`src/rtl/mc_control_if.sv`:
```
// Control bus between the multicycle controller and its datapath.
// Carries the instruction fields and zero flag into the controller and the
// mux selects, ALU operation, write enables and debug state code out of it.
//   master : controller side (drives controls, reads op/funct/zero)
//   slave  : datapath side   (drives op/funct/zero, reads controls)
interface mc_control_if;
  logic [5:0] op;
  logic [5:0] funct;
  logic       zero;
  logic [2:0] alu_sel;
  logic       alusrca;
  logic [1:0] alusrcb;
  logic [1:0] pcsrc;
  logic       pc_en;
  logic       ir_write;
  logic       mem_write;
  logic       reg_write;
  logic       iord;
  logic       reg_dst;
  logic       mem_to_reg;
  logic       illegal;
  logic [3:0] state;

  modport master (
    input  op, funct, zero,
    output alu_sel, alusrca, alusrcb, pcsrc, pc_en, ir_write, mem_write,
           reg_write, iord, reg_dst, mem_to_reg, illegal, state
  );

  modport slave (
    output op, funct, zero,
    input  alu_sel, alusrca, alusrcb, pcsrc, pc_en, ir_write, mem_write,
           reg_write, iord, reg_dst, mem_to_reg, illegal, state
  );
endinterface

```
`src/rtl/mc_control.sv`:
```
// Multicycle MIPS-style main controller (lw, sw, R-type, beq, addi, j, bne).
// Ports:
//   clk   - sole clock, rising edge
//   rst_n - asynchronous active-low reset, forces FETCH immediately
//   bus   - mc_control_if.master: op/funct/zero in; ALU/mux selects,
//           write enables, illegal pulse and 4-bit state code out
// Controls are a combinational decode of the state register (plus zero for
// pc_en and op for the illegal pulse in DECODE).
// Optional feature: define MC_BNE_EN to decode op 000101 as BNE; otherwise
// that opcode is illegal and state code 12 is never entered.
module mc_control (
  input  logic           clk,
  input  logic           rst_n,
  mc_control_if.master   bus
);

  typedef enum logic [3:0] {
    ST_FETCH  = 4'd0,
    ST_DECODE = 4'd1,
    ST_MEMADR = 4'd2,
    ST_MEMRD  = 4'd3,
    ST_MEMWB  = 4'd4,
    ST_MEMWR  = 4'd5,
    ST_EXEC   = 4'd6,
    ST_ALUWB  = 4'd7,
    ST_BEQ    = 4'd8,
    ST_ADDIEX = 4'd9,
    ST_ADDIWB = 4'd10,
    ST_JUMP   = 4'd11,
    ST_BNE    = 4'd12
  } state_e;

  localparam logic [5:0] OP_LW    = 6'b100011;
  localparam logic [5:0] OP_SW    = 6'b101011;
  localparam logic [5:0] OP_RTYPE = 6'b000000;
  localparam logic [5:0] OP_BEQ   = 6'b000100;
  localparam logic [5:0] OP_ADDI  = 6'b001000;
  localparam logic [5:0] OP_J     = 6'b000010;
`ifdef MC_BNE_EN
  localparam logic [5:0] OP_BNE   = 6'b000101;
`endif

  localparam logic [5:0] FN_ADD = 6'b100000;
  localparam logic [5:0] FN_SUB = 6'b100010;
  localparam logic [5:0] FN_AND = 6'b100100;
  localparam logic [5:0] FN_OR  = 6'b100101;
  localparam logic [5:0] FN_SLT = 6'b101010;

  localparam logic [2:0] ALU_ADD = 3'b010;
  localparam logic [2:0] ALU_SUB = 3'b110;
  localparam logic [2:0] ALU_AND = 3'b000;
  localparam logic [2:0] ALU_OR  = 3'b001;
  localparam logic [2:0] ALU_SLT = 3'b111;

  state_e state_q;
  state_e state_d;

  logic [2:0] alu_sel_c;
  logic       alusrca_c;
  logic [1:0] alusrcb_c;
  logic [1:0] pcsrc_c;
  logic       pc_en_c;
  logic       ir_write_c;
  logic       mem_write_c;
  logic       reg_write_c;
  logic       iord_c;
  logic       reg_dst_c;
  logic       mem_to_reg_c;
  logic       illegal_c;

  // State register
  always_ff @(posedge clk or negedge rst_n) begin
    if (!rst_n) begin
      state_q <= ST_FETCH;
    end else begin
      state_q <= state_d;
    end
  end

  // Next-state and control decode
  always_comb begin
    state_d      = ST_FETCH;
    alu_sel_c    = 3'b000;
    alusrca_c    = 1'b0;
    alusrcb_c    = 2'b00;
    pcsrc_c      = 2'b00;
    pc_en_c      = 1'b0;
    ir_write_c   = 1'b0;
    mem_write_c  = 1'b0;
    reg_write_c  = 1'b0;
    iord_c       = 1'b0;
    reg_dst_c    = 1'b0;
    mem_to_reg_c = 1'b0;
    illegal_c    = 1'b0;

    case (state_q)
      ST_FETCH: begin
        ir_write_c = 1'b1;
        pc_en_c    = 1'b1;
        alusrcb_c  = 2'b01;
        alu_sel_c  = ALU_ADD;
        state_d    = ST_DECODE;
      end

      ST_DECODE: begin
        // Branch target computed speculatively while the opcode is decoded
        alusrcb_c = 2'b11;
        alu_sel_c = ALU_ADD;
        case (bus.op)
          OP_LW, OP_SW: state_d = ST_MEMADR;
          OP_RTYPE:     state_d = ST_EXEC;
          OP_BEQ:       state_d = ST_BEQ;
          OP_ADDI:      state_d = ST_ADDIEX;
          OP_J:         state_d = ST_JUMP;
`ifdef MC_BNE_EN
          OP_BNE:       state_d = ST_BNE;
`endif
          default: begin
            state_d   = ST_FETCH;
            illegal_c = 1'b1;
          end
        endcase
      end

      ST_MEMADR: begin
        alusrca_c = 1'b1;
        alusrcb_c = 2'b10;
        alu_sel_c = ALU_ADD;
        state_d   = (bus.op == OP_LW) ? ST_MEMRD : ST_MEMWR;
      end

      ST_MEMRD: begin
        iord_c  = 1'b1;
        state_d = ST_MEMWB;
      end

      ST_MEMWB: begin
        mem_to_reg_c = 1'b1;
        reg_write_c  = 1'b1;
        state_d      = ST_FETCH;
      end

      ST_MEMWR: begin
        iord_c      = 1'b1;
        mem_write_c = 1'b1;
        state_d     = ST_FETCH;
      end

      ST_EXEC: begin
        alusrca_c = 1'b1;
        alusrcb_c = 2'b00;
        case (bus.funct)
          FN_ADD:  alu_sel_c = ALU_ADD;
          FN_SUB:  alu_sel_c = ALU_SUB;
          FN_AND:  alu_sel_c = ALU_AND;
          FN_OR:   alu_sel_c = ALU_OR;
          FN_SLT:  alu_sel_c = ALU_SLT;
          default: alu_sel_c = ALU_ADD;
        endcase
        state_d = ST_ALUWB;
      end

      ST_ALUWB: begin
        reg_dst_c   = 1'b1;
        reg_write_c = 1'b1;
        state_d     = ST_FETCH;
      end

      ST_BEQ: begin
        alusrca_c = 1'b1;
        alu_sel_c = ALU_SUB;
        pcsrc_c   = 2'b01;
        pc_en_c   = bus.zero;
        state_d   = ST_FETCH;
      end

      ST_ADDIEX: begin
        alusrca_c = 1'b1;
        alusrcb_c = 2'b10;
        alu_sel_c = ALU_ADD;
        state_d   = ST_ADDIWB;
      end

      ST_ADDIWB: begin
        reg_write_c = 1'b1;
        state_d     = ST_FETCH;
      end

      ST_JUMP: begin
        pcsrc_c = 2'b10;
        pc_en_c = 1'b1;
        state_d = ST_FETCH;
      end

`ifdef MC_BNE_EN
      ST_BNE: begin
        alusrca_c = 1'b1;
        alu_sel_c = ALU_SUB;
        pcsrc_c   = 2'b01;
        pc_en_c   = ~bus.zero;
        state_d   = ST_FETCH;
      end
`endif

      // Unused codes (13-15, and 12 without BNE) recover to FETCH
      default: state_d = ST_FETCH;
    endcase
  end

  // Drive the bus; write enables and illegal are held low during reset
  always_comb begin
    bus.alu_sel    = alu_sel_c;
    bus.alusrca    = alusrca_c;
    bus.alusrcb    = alusrcb_c;
    bus.pcsrc      = pcsrc_c;
    bus.iord       = iord_c;
    bus.reg_dst    = reg_dst_c;
    bus.mem_to_reg = mem_to_reg_c;
    bus.pc_en      = pc_en_c     & rst_n;
    bus.ir_write   = ir_write_c  & rst_n;
    bus.mem_write  = mem_write_c & rst_n;
    bus.reg_write  = reg_write_c & rst_n;
    bus.illegal    = illegal_c   & rst_n;
    bus.state      = 4'(state_q);
  end

endmodule

```
`src/flat_wrapper.sv`:
```
// flat-port wrapper written by rule: the top's interface ports become plain ports
module mc_control_flat 
  (clk, rst_n, bus_op, bus_funct, bus_zero, bus_alu_sel, bus_alusrca, bus_alusrcb, bus_pcsrc, bus_pc_en, bus_ir_write, bus_mem_write, bus_reg_write, bus_iord, bus_reg_dst, bus_mem_to_reg, bus_illegal, bus_state);
  mc_control_if bus_i ();
  input  logic clk;
  input  logic rst_n;
  input wire logic [$bits(bus_i.op)-1:0] bus_op;
  input wire logic [$bits(bus_i.funct)-1:0] bus_funct;
  input wire logic [$bits(bus_i.zero)-1:0] bus_zero;
  output wire logic [$bits(bus_i.alu_sel)-1:0] bus_alu_sel;
  output wire logic [$bits(bus_i.alusrca)-1:0] bus_alusrca;
  output wire logic [$bits(bus_i.alusrcb)-1:0] bus_alusrcb;
  output wire logic [$bits(bus_i.pcsrc)-1:0] bus_pcsrc;
  output wire logic [$bits(bus_i.pc_en)-1:0] bus_pc_en;
  output wire logic [$bits(bus_i.ir_write)-1:0] bus_ir_write;
  output wire logic [$bits(bus_i.mem_write)-1:0] bus_mem_write;
  output wire logic [$bits(bus_i.reg_write)-1:0] bus_reg_write;
  output wire logic [$bits(bus_i.iord)-1:0] bus_iord;
  output wire logic [$bits(bus_i.reg_dst)-1:0] bus_reg_dst;
  output wire logic [$bits(bus_i.mem_to_reg)-1:0] bus_mem_to_reg;
  output wire logic [$bits(bus_i.illegal)-1:0] bus_illegal;
  output wire logic [$bits(bus_i.state)-1:0] bus_state;
  assign bus_i.op = bus_op;
  assign bus_i.funct = bus_funct;
  assign bus_i.zero = bus_zero;
  assign bus_alu_sel = bus_i.alu_sel;
  assign bus_alusrca = bus_i.alusrca;
  assign bus_alusrcb = bus_i.alusrcb;
  assign bus_pcsrc = bus_i.pcsrc;
  assign bus_pc_en = bus_i.pc_en;
  assign bus_ir_write = bus_i.ir_write;
  assign bus_mem_write = bus_i.mem_write;
  assign bus_reg_write = bus_i.reg_write;
  assign bus_iord = bus_i.iord;
  assign bus_reg_dst = bus_i.reg_dst;
  assign bus_mem_to_reg = bus_i.mem_to_reg;
  assign bus_illegal = bus_i.illegal;
  assign bus_state = bus_i.state;
  mc_control u_core (.clk(clk), .rst_n(rst_n), .bus(bus_i));
endmodule
```
`config.mk`:
```
export PLATFORM = sky130hd
export DESIGN_NAME = mc_control_flat
export DESIGN_NICKNAME = d
export VERILOG_FILES = /design/src/rtl/mc_control_if.sv /design/src/rtl/mc_control.sv /design/src/flat_wrapper.sv
export SDC_FILE = /design/constraint.sdc
export NUM_CORES = 1
export LEC_CHECK = 0
export ABC_CLOCK_PERIOD_IN_PS = 3300
export BUFFER_PORTS_ARGS = -buffer_cell sky130_fd_sc_hd__buf_2
export CAP_MARGIN = 20
export CORE_AREA = 3 3 40 42
export DETAILED_ROUTE_END_ITERATION = 8
export DIE_AREA = 0 0 43 45
export PLACE_DENSITY_LB_ADDON = 0.05
export SLEW_MARGIN = 5
export SYNTH_ARGS = -nofsm -noshare
export SYNTH_HDL_FRONTEND = slang
export SYNTH_SLANG_ARGS = --single-unit
```
`constraint.sdc`:
```
create_clock -name clk -period 3.3 [get_ports clk]
set_input_delay 0.165 -clock clk [delete_from_list [all_inputs] [get_ports clk]]
set_output_delay 0.165 -clock clk [all_outputs]
set_load 0.03 [all_outputs]
```
Yosys cells after proc, flatten, opt, wreduce, memory -nomap -nowiden
Cells that the tools add are included.

operators by class
  equality and inequality tests = 20
  muxes and demuxes = 17
  bitwise gates (word level) = 5
  reduce and logical (&&, ||, !) cells = 10

operator list
  cell                                                             count
  6-bit == test, second input constant                             6
  4-bit case mux with 6 select lines                               1
  4-bit case mux with 5 select lines                               1
  4-bit by 3-bit == test with 1-bit output, second input constant  4
  4-bit == test, second input constant                             4
  3-bit case mux with 4 select lines                               1
  1-bit 2-to-1 mux                                                 9
  3-bit case mux with 3 select lines                               1
  4-bit by 2-bit == test with 1-bit output, second input constant  2
  2-bit OR reduction                                               4
  4-bit OR reduction                                               2
  6-bit by 2-bit == test with 1-bit output, second input constant  1
  6-bit by 3-bit == test with 1-bit output, second input constant  1
  6-bit by 4-bit == test with 1-bit output, second input constant  1
  6-bit logical NOT                                                1
  2-bit case mux with 3 select lines                               1
  6-bit OR reduction                                               1
  1-bit AND                                                        5
  4-bit by 1-bit == test with 1-bit output, second input constant  1
  4-bit logical NOT                                                1
  2-bit case mux with 2 select lines                               1
  3-bit 2-to-1 mux                                                 1
  3-bit OR reduction                                               1
  1-bit case mux with 2 select lines                               1

storage, ports and cells
  bits in registers = 4
  input port bits = 15

Logic depth before layout (Yosys ltp)
  word-level depth = 5
  mapped depth = 5
  gate-level depth less buffers = 3

Worst setup path after synthesis
Ideal clock, no wire load.

  kind = flip-flop to output port
  start point = register u_core.state_q[0] (netlist: u_core.bus.state[0])
  end point = output port bus_alu_sel[0]
  data arrival time = 1.839 ns
  data required time = 3.135 ns
  path slack = 1.296 ns
  cell stages (with the launch flop) = 4
  path buffers = 2
  path through = dfrtp_1 -> buf_6 -> clkbuf_1 -> nor4_1

on the way
  word-level cells in the longest chain between the ends = 3
  elaborated cells on any way between the ends = 8

ends and longest elaborated chain
  what                                                                    line                source
  from (decl)                                                             mc_control.sv:55    state_e state_q;
  from (signal assigned)                                                  mc_control.sv:76    state_q <= state_d;
  4-bit by 2-bit == test with 1-bit output, or another cell as far along  mc_control.sv:96    case (state_q)
  4-bit OR reduction (no source line)                                     n/a
  3-bit case mux with 3 select lines *                                    mc_control.sv:96
  to (decl)                                                               flat_wrapper.sv:10  output wire logic [$bits(bus_i.alu_sel)-1:0] bus_alu_sel;

Mark *: on every way between the ends. The rest lies on a longest branch, timed or not.

Worst setup path after layout
  start point = register u_core.state_q[1] (netlist: u_core.bus.state[1])
  end point = output port bus_alusrcb[1]

on the way
  word-level cells in the longest chain between the ends = 3
  elaborated cells on any way between the ends = 6

ends and longest elaborated chain
  what                                                                              line                source
  4-bit by 2-bit == test with 1-bit output / 4-bit == test (equally long branches)  mc_control.sv:96
  2-bit OR reduction (no source line)                                               n/a
  2-bit case mux with 3 select lines *                                              mc_control.sv:96
  to (decl)                                                                         flat_wrapper.sv:12  output wire logic [$bits(bus_i.alusrcb)-1:0] bus_alusrcb;

Marks and branches as above.

==> flow_metrics.env <==
export IMPL_status="finished, final reports clean"
export IMPL_rsz0062_at_grt="false"
export IMPL_maxCapViolations=0
export IMPL_clock_sinks=4
export IMPL_wl_per_cell_um=12.7
export IMPL_dr_pass1_iters=4
export IMPL_synth_nets=96
export IMPL_numCtsBuffers=3
export IMPL_yosys_area_top_type_share_pct=17.9
export IMPL_tns_ps=0
export IMPL_grt_overflow=0
export IMPL_dp_hpwl_um=1180
export IMPL_rows=13
export IMPL_finClkSkew_ps=3.09
export IMPL_r2r_end="u_core.bus.state[1]"
export IMPL_start_util_pct=43.5
export IMPL_power_uw=445
export IMPL_die_area_um2=1940
export IMPL_relSlewSlack_pct=62.8
export IMPL_synthArstFlopShare_pct=100
export IMPL_p_leak_uw=0.000364
export IMPL_ant_nets=0
export IMPL_synth_ff_type="dfrtp_1"
export IMPL_wl_met3_um=126
export IMPL_cts_resized=0
export IMPL_cp_max_fo=17
export IMPL_grtUsageTotal_pct=18.0
export IMPL_cp_slowest_stage_delay_ps=650
export IMPL_area_growth_pct=33.6
export IMPL_final_nets=130
export IMPL_ys_ff_latch=4
export IMPL_end_kind="output pin"
export IMPL_routed_wl_um=1620
export IMPL_ys_types=37
export IMPL_fillers=136
export IMPL_grt_pass1_wl_um=2610
export IMPL_cp_top_family="flip-flops"
export IMPL_cp_required_ps=3130
export IMPL_insertion_delay_ps=230
export IMPL_cp_cell_sequence="inv_2 -> or3_1 -> a21oi_1 -> buf_2"
export IMPL_syn_inst=81
export IMPL_ir_worst_vdd_mv=0.299
export IMPL_fmax_mhz=504
export IMPL_reg2reg_from="u_core.bus.state[1]"
export IMPL_largest_register_ff_count=4
export IMPL_worstSetupStartpointType="register"
export IMPL_worstSetupPathType="reg -> out"
export IMPL_fp_dieW_um=43
export IMPL_vias=746
export IMPL_ys_seq_area_share_pct=17.9
export IMPL_drv_slew=0
export IMPL_yosysMostFrequentCell="nand2_1"
export IMPL_drt_iter0_drc=16
export IMPL_cts_path_max_buffers=2
export IMPL_syn_avg_cell_area_um2=6.90
export IMPL_synth_edf_count=0
export IMPL_drive_above_1_share_pct=36.3
export IMPL_coreArea_um2=1280
export IMPL_synthTopCellsByCount="9 x nand2_1, 8 x nor2_1, 6 x nor3_1"
export IMPL_cts_root_buf="clkbuf_4"
export IMPL_arrival_ps=1820
export IMPL_routed_via_density=5.83
export IMPL_drc=0
export IMPL_p_per_area_nw_per_um2=596
export IMPL_grt_max_degree=19
export IMPL_endpoint="bus_alusrcb[1]"
export IMPL_antenna_found_initial=0
export IMPL_rr_worst_depth=3
export IMPL_htreeDepth=1
export IMPL_ioPinCount=35
export IMPL_n_antenna_cell=0
export IMPL_port_buffers=34
export IMPL_crit_buf_inv=2
export IMPL_finalSetupViolCount=0
export IMPL_rrSetupSlack_ps=1760
export IMPL_wl_met2_um=739
export IMPL_worstHoldPathType="in -> reg"
export IMPL_clk_pin_slew_ps=40
export IMPL_drt_met1_wl_um=694
export IMPL_worstMarginPinSlew_ps=557
export IMPL_synth_top_cell_by_area="dfrtp_1"
export IMPL_fp_dieH_um=45
export IMPL_critPathSlowestCell="dfrtp_1"
export IMPL_gp_congestion=0.856
export IMPL_startpoint="u_core.bus.state[1]"
export IMPL_routed_top_layer="met4"
export IMPL_grt_pass1_vias=638
export IMPL_cts_tree="done"
export IMPL_yosys_top_cells_area="dfrtp_1 18%, nand2_1 6.0%, nor3_1 5.4%"
export IMPL_post_route_period_util_pct=60.1
export IMPL_ys_warn_count=0
export IMPL_cp_depth=4
export IMPL_finalHoldViolCount=0
export IMPL_syn_cell_area_um2=559
export IMPL_fin_crit_ps=1980
## per-stage QoR
| stage | utilization, % | worst slack [ps] | hold WS, ps | area (um^2) | std cells |
|---|---|---|---|---|---|
| after global routing | 58.1 | 1170 | 279 | 747 | 128 |
| after detailed placement | 55.6 | 1560 | -0.249 | 714 | 124 |
| after floorplan | - | 1300 | -131 | 559 | 81 |
| after CTS | 58.1 | 1310 | 271 | 747 | 128 |
| after global placement | 55.6 | 1580 | 0.795 | 714 | 124 |
| final | 58.1 | 1320 | 278 | 747 | 128 |
## how the worst min path moves through the flow
stage          slack [ps]  depth (start not counted)             endpoint  startpoint
5_1_grt               280                          3  u_core.bus.state[3]   bus_op[2]
3_5_place_dp         -0.2                          1  u_core.bus.state[3]       rst_n
2_1_floorplan        -130                          0  u_core.bus.state[0]       rst_n
3_3_place_gp          0.8                          1  u_core.bus.state[3]       rst_n
6_report              280                          3  u_core.bus.state[3]   bus_op[2]
4_1_cts               270                          3  u_core.bus.state[3]   bus_op[2]
## worst register-to-register path, cell delays in order, from the launching register on
cell      delay, ps
dfrtp_1         650
inv_2           140
or3_1           430
o211ai_1        230
## repair_timing
item | 4_1_cts | 5_1_grt
hold endpoints to repair | 4 | 0
buffers inserted | 0 | 0
hold buffers | 1 | 0
## logic make-up (layout without fill, tap and decap cells)
logic type / Yosys count / after routing / synth area share, %
simple gates: 44 / 44 / 44.3
compound gates: 19 / 19 / 22.8
buf+inv: 10 / 42 / 8.72
xor+xnor: 4 / 4 / 6.27
flops: 4 / 4 / 17.9
## layout make-up
type	instances	area [um^2]	share of cell area (%)
timing repair buffer	35	180	24.1
tap	15	18.8	2.51
clock buffer	3	22.5	3.02
inverter	4	15.0	2.01
sequential	4	100	13.4
multi-input combinational	67	410	54.9
## cells in the final DEF, fill, tap and decap left out, types with 2 or more instances in the layout
| master | Yosys | final |
|---|---|---|
| a21oi_1 | 4 | 4 |
| and3_1 | 2 | 2 |
| buf_2 | 3 | 34 |
| clkbuf_4 | 0 | 3 |
| dfrtp_1 | 4 | 4 |
| inv_2 | 3 | 3 |
| nand2_1 | 9 | 9 |
| nand3_1 | 3 | 3 |
| nor2_1 | 8 | 8 |
| nor2b_1 | 3 | 3 |
| nor3_1 | 6 | 6 |
| nor3b_1 | 4 | 4 |
| o21ai_0 | 2 | 2 |
| o21ai_1 | 3 | 3 |
| xor2_1 | 3 | 3 |
## routing by layer
metal	vias up	track usage, %
met5	-	0
met2	44	26.0
met4	0	16.9
li1	363	-
met1	331	22.9
met3	8	2.79
## power by group
| group | total, uW | switching, uW | internal (uW) |
|---|---|---|---|
| Clock | 60.1 | 19.5 | 40.6 |
| Sequential | 113 | 52.8 | 60.0 |
| Combinational | 272 | 183 | 89.4 |
Power figures use the tool's default switching activity.
